## src/rtl/mips_core_pkg.sv

```systemverilog
// Shared core types: branch outcomes, BHT counter encoding and the saturating train step.
package mips_core_pkg;

    localparam int ADDR_WIDTH = 32;

    typedef enum logic {
        NOT_TAKEN = 1'b0,
        TAKEN     = 1'b1
    } branch_outcome_t;

    typedef logic [1:0] bht_counter_t;

    localparam bht_counter_t BHT_WEAK_NT = 2'b01;
    localparam bht_counter_t BHT_MAX     = 2'b11;

    // One training step of a 2-bit saturating counter.
    function automatic bht_counter_t bht_train(input bht_counter_t ctr, input branch_outcome_t outcome);
        bht_counter_t nxt;
        nxt = ctr;
        if (outcome == TAKEN) begin
            if (ctr != BHT_MAX) nxt = ctr + 2'd1;
        end else begin
            if (ctr != 2'b00) nxt = ctr - 2'd1;
        end
        return nxt;
    endfunction

endpackage

```

## src/rtl/branch_decoded_ifc.sv

```systemverilog
// Decode-stage branch handshake: decode supplies the branch, the predictor answers combinationally.
interface branch_decoded_ifc;
    import mips_core_pkg::*;

    logic                  valid;
    logic                  is_jump;
    logic [ADDR_WIDTH-1:0] target;
    branch_outcome_t       prediction;
    logic [ADDR_WIDTH-1:0] recovery_target;

    modport decode (
        output valid, is_jump, target,
        input  prediction, recovery_target
    );

    modport hazard (
        input  valid, is_jump, target,
        output prediction, recovery_target
    );
endinterface

```

## src/rtl/branch_result_ifc.sv

```systemverilog
// EX-stage branch resolution: the prediction made in decode alongside the actual outcome.
interface branch_result_ifc;
    import mips_core_pkg::*;

    logic                  valid;
    branch_outcome_t       prediction;
    branch_outcome_t       outcome;
    logic [ADDR_WIDTH-1:0] recovery_target;

    modport out (
        output valid, prediction, outcome, recovery_target
    );

    modport in (
        input valid, prediction, outcome, recovery_target
    );
endinterface

```

## src/rtl/branch_index_queue.sv

```systemverilog
// In-order FIFO of BHT indices for branches between decode and EX; registered, head is combinational.
// A push into a full queue is accepted only alongside a pop; flush empties it and discards a same-cycle push.
module branch_index_queue #(
    parameter int WIDTH = 6,
    parameter int DEPTH = 4
) (
    input  logic             clk,
    input  logic             rst,
    input  logic             push_i,
    input  logic             pop_i,
    input  logic             flush_i,
    input  logic [WIDTH-1:0] data_i,
    output logic [WIDTH-1:0] head_o,
    output logic             full_o,
    output logic             empty_o
);

    localparam int AW = $clog2(DEPTH);

    logic [AW:0]      wptr_q, wptr_d;
    logic [AW:0]      rptr_q, rptr_d;
    logic [WIDTH-1:0] mem_q [DEPTH];
    logic             do_push;
    logic             do_pop;

    // Extra pointer MSB distinguishes full from empty when the low bits match.
    assign empty_o = (wptr_q == rptr_q);
    assign full_o  = (wptr_q[AW] != rptr_q[AW]) && (wptr_q[AW-1:0] == rptr_q[AW-1:0]);
    assign head_o  = mem_q[rptr_q[AW-1:0]];

    assign do_pop  = pop_i & ~empty_o;
    assign do_push = push_i & (~full_o | do_pop);

    always_comb begin
        wptr_d = wptr_q;
        rptr_d = rptr_q;
        if (flush_i) begin
            wptr_d = '0;
            rptr_d = '0;
        end else begin
            if (do_push) wptr_d = wptr_q + (AW+1)'(1);
            if (do_pop)  rptr_d = rptr_q + (AW+1)'(1);
        end
    end

    always_ff @(posedge clk or posedge rst) begin
        if (rst) begin
            wptr_q <= '0;
            rptr_q <= '0;
        end else begin
            wptr_q <= wptr_d;
            rptr_q <= rptr_d;
        end
    end

    always_ff @(posedge clk) begin
        if (do_push && !flush_i) mem_q[wptr_q[AW-1:0]] <= data_i;
    end

endmodule

```

## src/rtl/branch_predictor_unit.sv

```systemverilog
// 2-bit saturating-counter branch predictor: zero-latency prediction in decode, training on EX resolution.
// Never stalls; a conditional branch arriving while the index queue is full is dropped and flagged sticky.
module branch_predictor_unit
    import mips_core_pkg::*;
#(
    parameter int INDEX_WIDTH = 6,
    parameter int QUEUE_DEPTH = 4
) (
    input  logic                  clk,
    input  logic                  rst,
    input  logic [ADDR_WIDTH-1:0] i_pc,
    input  logic                  i_dec_advance,
    input  logic                  i_ex_advance,
    branch_decoded_ifc.hazard     branch_decoded,
    branch_result_ifc.in          branch_result,
    output logic                  o_mispredict,
    output logic [31:0]           o_branch_count,
    output logic [31:0]           o_mispredict_count,
    output logic                  o_overflow
);

    localparam int BHT_ENTRIES = 2 ** INDEX_WIDTH;

    bht_counter_t             bht_q [BHT_ENTRIES];
    bht_counter_t             bht_d;
    logic [INDEX_WIDTH-1:0]   pred_idx;
    bht_counter_t             pred_ctr;
    logic [ADDR_WIDTH-1:0]    fallthrough_pc;

    logic                     push_req;
    logic                     pop_req;
    logic                     train_en;
    logic [INDEX_WIDTH-1:0]   q_head;
    logic                     q_full;
    logic                     q_empty;

    logic [31:0]              branch_count_q, branch_count_d;
    logic [31:0]              mispredict_count_q, mispredict_count_d;
    logic                     overflow_q, overflow_d;
    logic                     unused_recovery;

    // Recovery target on the result side is consumed by the fetch redirect, not here.
    assign unused_recovery = ^branch_result.recovery_target;

    assign pred_idx       = i_pc[INDEX_WIDTH+1:2];
    assign pred_ctr       = bht_q[pred_idx];
    assign fallthrough_pc = i_pc + ADDR_WIDTH'(8);

    always_comb begin
        branch_decoded.prediction      = NOT_TAKEN;
        branch_decoded.recovery_target = fallthrough_pc;
        if (branch_decoded.valid) begin
            if (branch_decoded.is_jump) begin
                branch_decoded.prediction      = TAKEN;
                branch_decoded.recovery_target = branch_decoded.target;
            end else if (pred_ctr[1]) begin
                branch_decoded.prediction      = TAKEN;
                branch_decoded.recovery_target = fallthrough_pc;
            end else begin
                branch_decoded.prediction      = NOT_TAKEN;
                branch_decoded.recovery_target = branch_decoded.target;
            end
        end
    end

    assign push_req     = branch_decoded.valid & ~branch_decoded.is_jump & i_dec_advance;
    assign pop_req      = branch_result.valid & i_ex_advance;
    assign o_mispredict = pop_req & (branch_result.prediction != branch_result.outcome);

    // A mispredict flushes the wrong-path entries behind the head and any same-cycle push.
    branch_index_queue #(
        .WIDTH (INDEX_WIDTH),
        .DEPTH (QUEUE_DEPTH)
    ) u_queue (
        .clk     (clk),
        .rst     (rst),
        .push_i  (push_req),
        .pop_i   (pop_req),
        .flush_i (o_mispredict),
        .data_i  (pred_idx),
        .head_o  (q_head),
        .full_o  (q_full),
        .empty_o (q_empty)
    );

    assign train_en = pop_req & ~q_empty;
    assign bht_d    = bht_train(bht_q[q_head], branch_result.outcome);

    always_ff @(posedge clk or posedge rst) begin
        if (rst) begin
            for (int i = 0; i < BHT_ENTRIES; i++) bht_q[i] <= BHT_WEAK_NT;
        end else if (train_en) begin
            bht_q[q_head] <= bht_d;
        end
    end

    always_comb begin
        branch_count_d     = branch_count_q;
        mispredict_count_d = mispredict_count_q;
        overflow_d         = overflow_q;
        if (pop_req && branch_count_q != 32'hFFFF_FFFF)
            branch_count_d = branch_count_q + 32'd1;
        if (o_mispredict && mispredict_count_q != 32'hFFFF_FFFF)
            mispredict_count_d = mispredict_count_q + 32'd1;
        if (push_req && q_full && !pop_req)
            overflow_d = 1'b1;
    end

    always_ff @(posedge clk or posedge rst) begin
        if (rst) begin
            branch_count_q     <= '0;
            mispredict_count_q <= '0;
            overflow_q         <= 1'b0;
        end else begin
            branch_count_q     <= branch_count_d;
            mispredict_count_q <= mispredict_count_d;
            overflow_q         <= overflow_d;
        end
    end

    assign o_branch_count     = branch_count_q;
    assign o_mispredict_count = mispredict_count_q;
    assign o_overflow         = overflow_q;

endmodule

```

## src/flat_wrapper.sv

```systemverilog
// flat-port wrapper written by rule: the top's interface ports become plain ports
module branch_predictor_unit_flat import mips_core_pkg::*;
#(
    parameter int INDEX_WIDTH = 6,
    parameter int QUEUE_DEPTH = 4
)
  (clk, rst, i_pc, i_dec_advance, i_ex_advance, o_mispredict, o_branch_count, o_mispredict_count, o_overflow, branch_decoded_valid, branch_decoded_is_jump, branch_decoded_target, branch_decoded_prediction, branch_decoded_recovery_target, branch_result_valid, branch_result_prediction, branch_result_outcome, branch_result_recovery_target);
  branch_decoded_ifc branch_decoded_i ();
  branch_result_ifc branch_result_i ();
  input  logic clk;
  input  logic rst;
  input  logic [ADDR_WIDTH-1:0] i_pc;
  input  logic i_dec_advance;
  input  logic i_ex_advance;
  output logic o_mispredict;
  output logic [31:0] o_branch_count;
  output logic [31:0] o_mispredict_count;
  output logic o_overflow;
  input wire logic [$bits(branch_decoded_i.valid)-1:0] branch_decoded_valid;
  input wire logic [$bits(branch_decoded_i.is_jump)-1:0] branch_decoded_is_jump;
  input wire logic [$bits(branch_decoded_i.target)-1:0] branch_decoded_target;
  output wire logic [$bits(branch_decoded_i.prediction)-1:0] branch_decoded_prediction;
  output wire logic [$bits(branch_decoded_i.recovery_target)-1:0] branch_decoded_recovery_target;
  input wire logic [$bits(branch_result_i.valid)-1:0] branch_result_valid;
  input wire logic [$bits(branch_result_i.prediction)-1:0] branch_result_prediction;
  input wire logic [$bits(branch_result_i.outcome)-1:0] branch_result_outcome;
  input wire logic [$bits(branch_result_i.recovery_target)-1:0] branch_result_recovery_target;
  assign branch_decoded_i.valid = branch_decoded_valid;
  assign branch_decoded_i.is_jump = branch_decoded_is_jump;
  assign branch_decoded_i.target = branch_decoded_target;
  assign branch_decoded_prediction = branch_decoded_i.prediction;
  assign branch_decoded_recovery_target = branch_decoded_i.recovery_target;
  assign branch_result_i.valid = branch_result_valid;
  assign branch_result_i.prediction = branch_result_prediction;
  assign branch_result_i.outcome = branch_result_outcome;
  assign branch_result_i.recovery_target = branch_result_recovery_target;
  branch_predictor_unit #(.INDEX_WIDTH(INDEX_WIDTH), .QUEUE_DEPTH(QUEUE_DEPTH)) u_core (.clk(clk), .rst(rst), .i_pc(i_pc), .i_dec_advance(i_dec_advance), .i_ex_advance(i_ex_advance), .branch_decoded(branch_decoded_i), .branch_result(branch_result_i), .o_mispredict(o_mispredict), .o_branch_count(o_branch_count), .o_mispredict_count(o_mispredict_count), .o_overflow(o_overflow));
endmodule
```

## config.mk

```make
export PLATFORM = sky130hd
export DESIGN_NAME = branch_predictor_unit_flat
export DESIGN_NICKNAME = d
export VERILOG_FILES = /design/src/rtl/mips_core_pkg.sv /design/src/rtl/branch_decoded_ifc.sv /design/src/rtl/branch_result_ifc.sv /design/src/rtl/branch_index_queue.sv /design/src/rtl/branch_predictor_unit.sv /design/src/flat_wrapper.sv
export SDC_FILE = /design/constraint.sdc
export NUM_CORES = 1
export LEC_CHECK = 0
export CORE_MARGIN = 5
export CORE_UTILIZATION = 54
export CTS_CLUSTER_SIZE = 30
export DETAILED_ROUTE_END_ITERATION = 6
export HOLD_SLACK_MARGIN = 0.03
export PLACE_DENSITY = 0.81
export SYNTH_ARGS = -nofsm -noshare
export SYNTH_HDL_FRONTEND = slang
export SYNTH_HIERARCHICAL = 1
export SYNTH_SLANG_ARGS = --single-unit
```

## constraint.sdc

```tcl
create_clock -name clk -period 7.86 [get_ports clk]
set_input_delay 1.572 -clock clk [delete_from_list [all_inputs] [get_ports clk]]
set_output_delay 1.572 -clock clk [all_outputs]
set_load 0.02 [all_outputs]
```

Word-level counts from Yosys, hierarchy flattened
Memories as Yosys holds them, arrays and structs flattened.
Index checks and enable logic that the tools add are counted.
- output and inout bits: 99
- memory bits (read-only): 0
- logic and storage cells: 135
- register bits after elaboration: 199
- bits in latches: 0
- bits in writable memories: 24
- memories: 1
- eq/ne operators: 7
- add/subtract/negate cells: 7
- div/mod/pow operators: 0
- $mul: 0
- bitwise operators: 12
- shift-type cells: 0
- multiplexer cells: 24
- magnitude comparators: 3
- reduce and logical (&&, ||, !) cells: 12
- memory list (memory ; words ; width ; read ports ; clocked after memory_dff ; wr ports ; RTL line ; text):
    u_core.u_queue.mem_q ; 4 ; 6 ; 1 ; 0 ; 1 ; branch_index_queue.sv:22 ; logic [WIDTH-1:0] mem_q [DEPTH];
- operators by type and width (cell ; count):
    $bwmux 128 ; 1
    $mux 32 ; 3
    $add 32x1->32 const B ; 2
    $ne 32x32->1 const B ; 2
    $add 32x4->32 const B ; 1
    $bmux 2 s6 ; 2
    $mux 2 ; 8
    $ge 7x7->1 const B ; 2
    $not 6->7 ; 2
    $demux 2 s6 ; 1
    $mux 3 ; 4
    $logic_and 1x1->1 ; 7
    $lt 7x1->1 const B ; 1
    $add 3x1->3 const B ; 2
    $and 1x1->1 ; 6
    $reduce_bool 2->1 ; 3
    $mux 1 ; 5
    $eq 3x3->1 ; 1
    $not 1->1 ; 3
    $add 2x1->2 const B ; 1
    $eq 2x2->1 ; 1
    $logic_not 1->1 ; 2
    $ne 1x1->1 ; 2
    $ne 2x2->1 const B ; 1
    other kinds (2) ; 2

Longest topological paths before layout
An unclocked memory read counts as a cell.
- depth in word-level cells: 9
- gate-level depth with buffers: 13

Cells and area by module
Netlist, hierarchy kept.
- modules (own cells, without submodules) (module ; cells each ; area an instance (sq um) ; instances ; sequential area each (sq um)):
    branch_predictor_unit ; 1088 ; 10591.4 ; 1 ; 4909.7
    branch_index_queue ; 86 ; 1411.4 ; 1 ; 870.8

Worst setup path after synthesis
No wires, ideal clock.
- path kind: register to register
- start point: reg u_core.u_queue.rptr_q[0]
- end point: reg u_core/bht_q[9] in the netlist's numbering
- clock period less this slack: 3186 ps
- path slack: 4674 ps
- library setup time: 135 ps
- buffers on the path: 3
- cell stages (with the launch flop): 12
- arrival time: 3051 ps
- cell sequence: dfrtp_1 -> buf_6 -> mux4_1 -> buf_2 -> mux4_2 -> mux2_2 -> a211oi_1 -> nand4_1 -> nor4_4 -> maj3_4 -> buf_2 -> a21oi_1
- longest elaborated chain between the ends: 9
- elaborated cells between the ends (all ways): 21
- ends and longest elaborated chain (item ; RTL line ; text):
    start, declared ; branch_index_queue.sv:21 ; logic [AW:0] rptr_q, rptr_d;
    start signal, assigned ; branch_index_queue.sv:52 ; rptr_q <= rptr_d;
    $mem_v2 4x6 (*) ; -- ;
    net u_core.q_head[1] ; branch_predictor_unit.sv:33 ; logic [INDEX_WIDTH-1:0] q_head;
    $not 6->7 (implied by the code) (*) ; branch_predictor_unit.sv:87, branch_predictor_unit.sv:93 ;
    $bmux 2 s6 ; branch_predictor_unit.sv:87 ; assign bht_d = bht_train(bht_q[q_head], branch_result.outcome);
    $mux 2 (implied by the code) (2 in a row) ; branch_predictor_unit.sv:87 ;
    $sub 2x1->2, or another cell as far along ; mips_core_pkg.sv:23 ; if (ctr != 2'b00) nxt = ctr - 2'd1;
    $mux 2 (on tied branches) ; mips_core_pkg.sv:23, mips_core_pkg.sv:21 ;
    $mux 2 ; mips_core_pkg.sv:20 ; if (outcome == TAKEN) begin
    $bwmux 128 (*) ; branch_predictor_unit.sv:93 ; bht_q[q_head] <= bht_d;
    end signal, assigned by index ; branch_predictor_unit.sv:93 ;
    end, declared ; branch_predictor_unit.sv:24 ; bht_counter_t bht_q [BHT_ENTRIES];
Mark *: on every way through the listed nets, which the timed path passes. The rest lies on a longest branch. The select of a mux whose other input is x is not followed.
A chain may end at the register's enable or synchronous reset.

==> run_results.csv <==
group,metric,value,unit
outcome,status,"completed",
worst_setup_path,crit_path_cell_trace,"clkdlybuf4s50_1 > mux4_1 > a221o_1 > a21oi_1 > a31o_2 > or3b_1 > o211a_2 > buf_4 > mux2_1 > clkdlybuf4s50_1",
clock_network,cts_setup_buffers,0,
yosys,syn-num-nets,1287,
clock_network,cts_root_buffer,"clkbuf_16",
timing,fin_crit,7190,ps
yosys,yosys.area.top_type,"dfrtp_1",
timing,slew-limit-headroom,12.6,%
drt,drtAntennaViolNets,0,
yosys,postSynthAreaPerCell,10.2,um2
pwr,p_leak,5.86,nW
yosys,synth_top_area_share,28.1,%
worst_setup_path,crit_type,"input pin to output pin",
yosys,seq_area_frac_synth,48.2,%
yosys,yosysMostFrequentCell,"nand2_1",
clock_network,numCtsBuffers,23,
floorplan,initial_core_util,55.0,%
cells_and_area,fin_cells,1624,
clock_network,post_cts.resized_instances,0,
worst_setup_path,endpoint_kind,"output pin",
drt,route.detailed.drc,0,
timing,fin_crit_sh,91.5,%
place,dp_hpwl,21900,um
drt,dr_total_vias,9783,
global_route,track_usage,24.6,%
floorplan,core,21800,um2
global_route,grt_pass1_wl,51900,um
pwr,p_sw,1.52,mW
drt,wl,31900,um
yosys,syn-instance-count,1174,
yosys,synth_cell_types,71,
global_route,grt_pass1_vias,9709,
hold_path,worstHoldPathType,"flop to flop",
pwr,ir_drop,199,uV
drt,drtIter0Drc,855,
timing,fmax,0.139,GHz
worst_setup_path,start_kind,"input pin",
job,drv_cap,0,
pwr,internal-power,2.76,mW
yosys,synth-seq-cells,223,
pwr,p_clk_share,26.3,%
global_route,grt_overflow,0,
clock_network,clkTransAtPathRegs,60,ps
pwr,pwr-share-comb,33.3,%
timing,rsz0062_at_grt,"no",
cells_and_area,diodes,0,
worst_setup_path,slowest_stage,"clkdlybuf4s50_1",
floorplan,die_h,159,um
worst_setup_path,reg2reg_slack,3070,ps
place,place_ws,662,ps
cells_and_area,nFillCells,1640,
timing,setup_viol,0,
worst_setup_path,worst_path_most_repeated_cell,"clkdlybuf4s50_1",
place,post_dp_cell_area,13900,um2
cells_and_area,layout.nets,1440,
clock_network,clock-sinks,223,
timing,drv_slew,0,
yosys,ys_top_cells_by_area,"dfrtp_1 (28%), dfstp_2 (14%), nand2_1 (7.5%)",
timing,tns,0,ps
place,gp_congestion,0.926,
yosys,synthTopCellsByCount,"nand2_1 (239), dfrtp_1 (135), o21ai_1 (68)",
worst_setup_path,critPathRequiredTime,6290,ps
cells_and_area,syn2layout_area_growth,22.3,%
worst_setup_path,crit_arrival,5620,ps
floorplan,dieArea,25300,um2
timing,clock_skew,15.0,ps
cells_and_area,drive_gt1_share,13.7,%
pwr,p_sw_share,35.6,%
cells_and_area,finalInstanceArea,14700,um2
clock_network,clk_path_buf_depth,3,
timing,whs,460,ps
pwr,power_density,291,nW/um2
pwr,total_power,4.28,mW
floorplan,fp-row-count,54,
yosys,yosys_warnings,6,
place,io_buffers,171,
floorplan,die_w,159,um
place,dpl.cell_count,1582,
drt,post_drt_via_cell_ratio,6.02,
timing,worst_slack,666,ps
drt,first_pass_iters,5,
global_route,antenna_found_initial,0,
worst_setup_path,worst-path-max-fanout,20,
clock_network,cts_max_level,1,
yosys,synth-edff-count,24,
global_route,grt_max_degree,131,
yosys,async_flop_share,89.2,%
timing,tightestPinTransition,1310,ps
clock_network,cts_tree,"built",
worst_setup_path,cp_slowest_stage_delay,850,ps
drt,wl_per_cell,19.7,um
timing,hold_viol,0,
floorplan,pin_count,204,
clock_network,ctsHoldBuffers,0,
pwr,pwr-share-seq,40.4,%
yosys,syn_area,12000,um2
cells_and_area,fin_util,67.3,%
yosys,ys.flop_type,"dfrtp_1",
clock_network,clkLatencyLatePin,520,ps
==> flip-flops by register name, indices dropped and copies added (netlist names) <==
register and flops:
u_core/bht_q 128, u_core/o_branch_count 32, u_core/o_mispredict_count 32, u_core/u_queue/mem_q 24, u_core/u_queue/rptr_q 3, u_core/u_queue/wptr_q 3, u_core/o_overflow 1
==> routing by layer <==
metal / vias up / GRT usage [%] / share of wire [%] / wire length, um
li1: 4471 / - / - / -
met1: 4797 / 32.4 / 40 / 12900
met2: 434 / 41.1 / 48 / 15400
met3: 81 / 5.07 / 8.2 / 2620
met4: 0 / 7.95 / 3.1 / 1000
met5: - / 0 / 0 / 0
==> power groups by stage <==
stage / combinational (mW) / clock, mW / sequential [mW]
after CTS: 1.41 / 1.14 / 1.72
after global routing: 1.54 / 1.20 / 1.76
after detailed placement: 1.40 / 0 / 1.74
final: 1.42 / 1.13 / 1.73
after global placement: 1.37 / 0 / 1.72
after floorplan: 1.02 / 0 / 1.69
==> layout make-up <==
| cell class | count | area (um2) | share of cell area [%] |
|---|---|---|---|
| sequential | 223 | 5780 | 39.4 |
| multi-input combinational | 862 | 5800 | 39.5 |
| clock buffer | 32 | 661 | 4.50 |
| clock inverter | 10 | 124 | 0.844 |
| timing repair buffer | 187 | 1840 | 12.6 |
| inverter | 30 | 120 | 0.818 |
| tap | 280 | 350 | 2.39 |
==> worst max-delay path, delay by kind of cell <==
kind / cells / cell delay [ps]
mux: 2 / 1010
simple gates: 1 / 120
compound gates: 4 / 1190
buf+inv: 3 / 1720
==> cell usage in the layout, fill, tap and decap left out, types with 7 or more instances in the layout <==
cell               n
a21oi_1           17
nor2_1            50
a31oi_1           17
edfxtp_1          24
mux4_1             7
clkdlybuf4s50_1  171
o21ai_0           56
buf_4             15
xor2_1            31
and3_1            20
nand4_1           21
mux2_2            28
nor3_1            22
a221oi_1           7
o21ai_1           68
nand2b_1           8
mux4_2            25
and2_1             9
clkbuf_16         24
and4_1             9
dfstp_2           64
nor2b_1            7
inv_1             28
ha_1               8
xnor2_1           59
mux2_1            14
nand3b_1           7
a22oi_1            7
nand2_1          239
dfrtp_1          135
nand3_1           37
mux2i_1           29
==> final timing paths <==
check | startpoint | to | depth (start not counted)
worst max register to register | u_core/u_queue/rptr_q[0]$_DFFE_PP0P_ | u_core/bht_q[33]$_DFFE_PP0P_ | 9
max in group asynchronous | rst | u_core/bht_q[59]$_DFFE_PP0P_ | 3
worst max-delay path | i_pc[2] | branch_decoded_recovery_target[8] | 10
worst min-delay path | u_core/bht_q[20]$_DFFE_PP1P_ | u_core/bht_q[20]$_DFFE_PP1P_ | 2
min in group asynchronous | rst | u_core/u_queue/wptr_q[2]$_DFFE_PP0P_ | 2
worst min register to register | u_core/bht_q[20]$_DFFE_PP1P_ | u_core/bht_q[20]$_DFFE_PP1P_ | 2
==> kinds of logic after synthesis <==
| group | synth area share, % |
|---|---|
| buffers and inverters | 3.50 |
| adder cells (fa/ha/maj) | 1.06 |
| AO/OA/AOI/OAI | 10.1 |
| AND/OR/NAND/NOR | 17.5 |
| multiplexers | 12.7 |
| XOR/XNOR | 6.97 |
| flip-flops | 48.2 |
No activity file was read; power rests on OpenSTA's default activity.
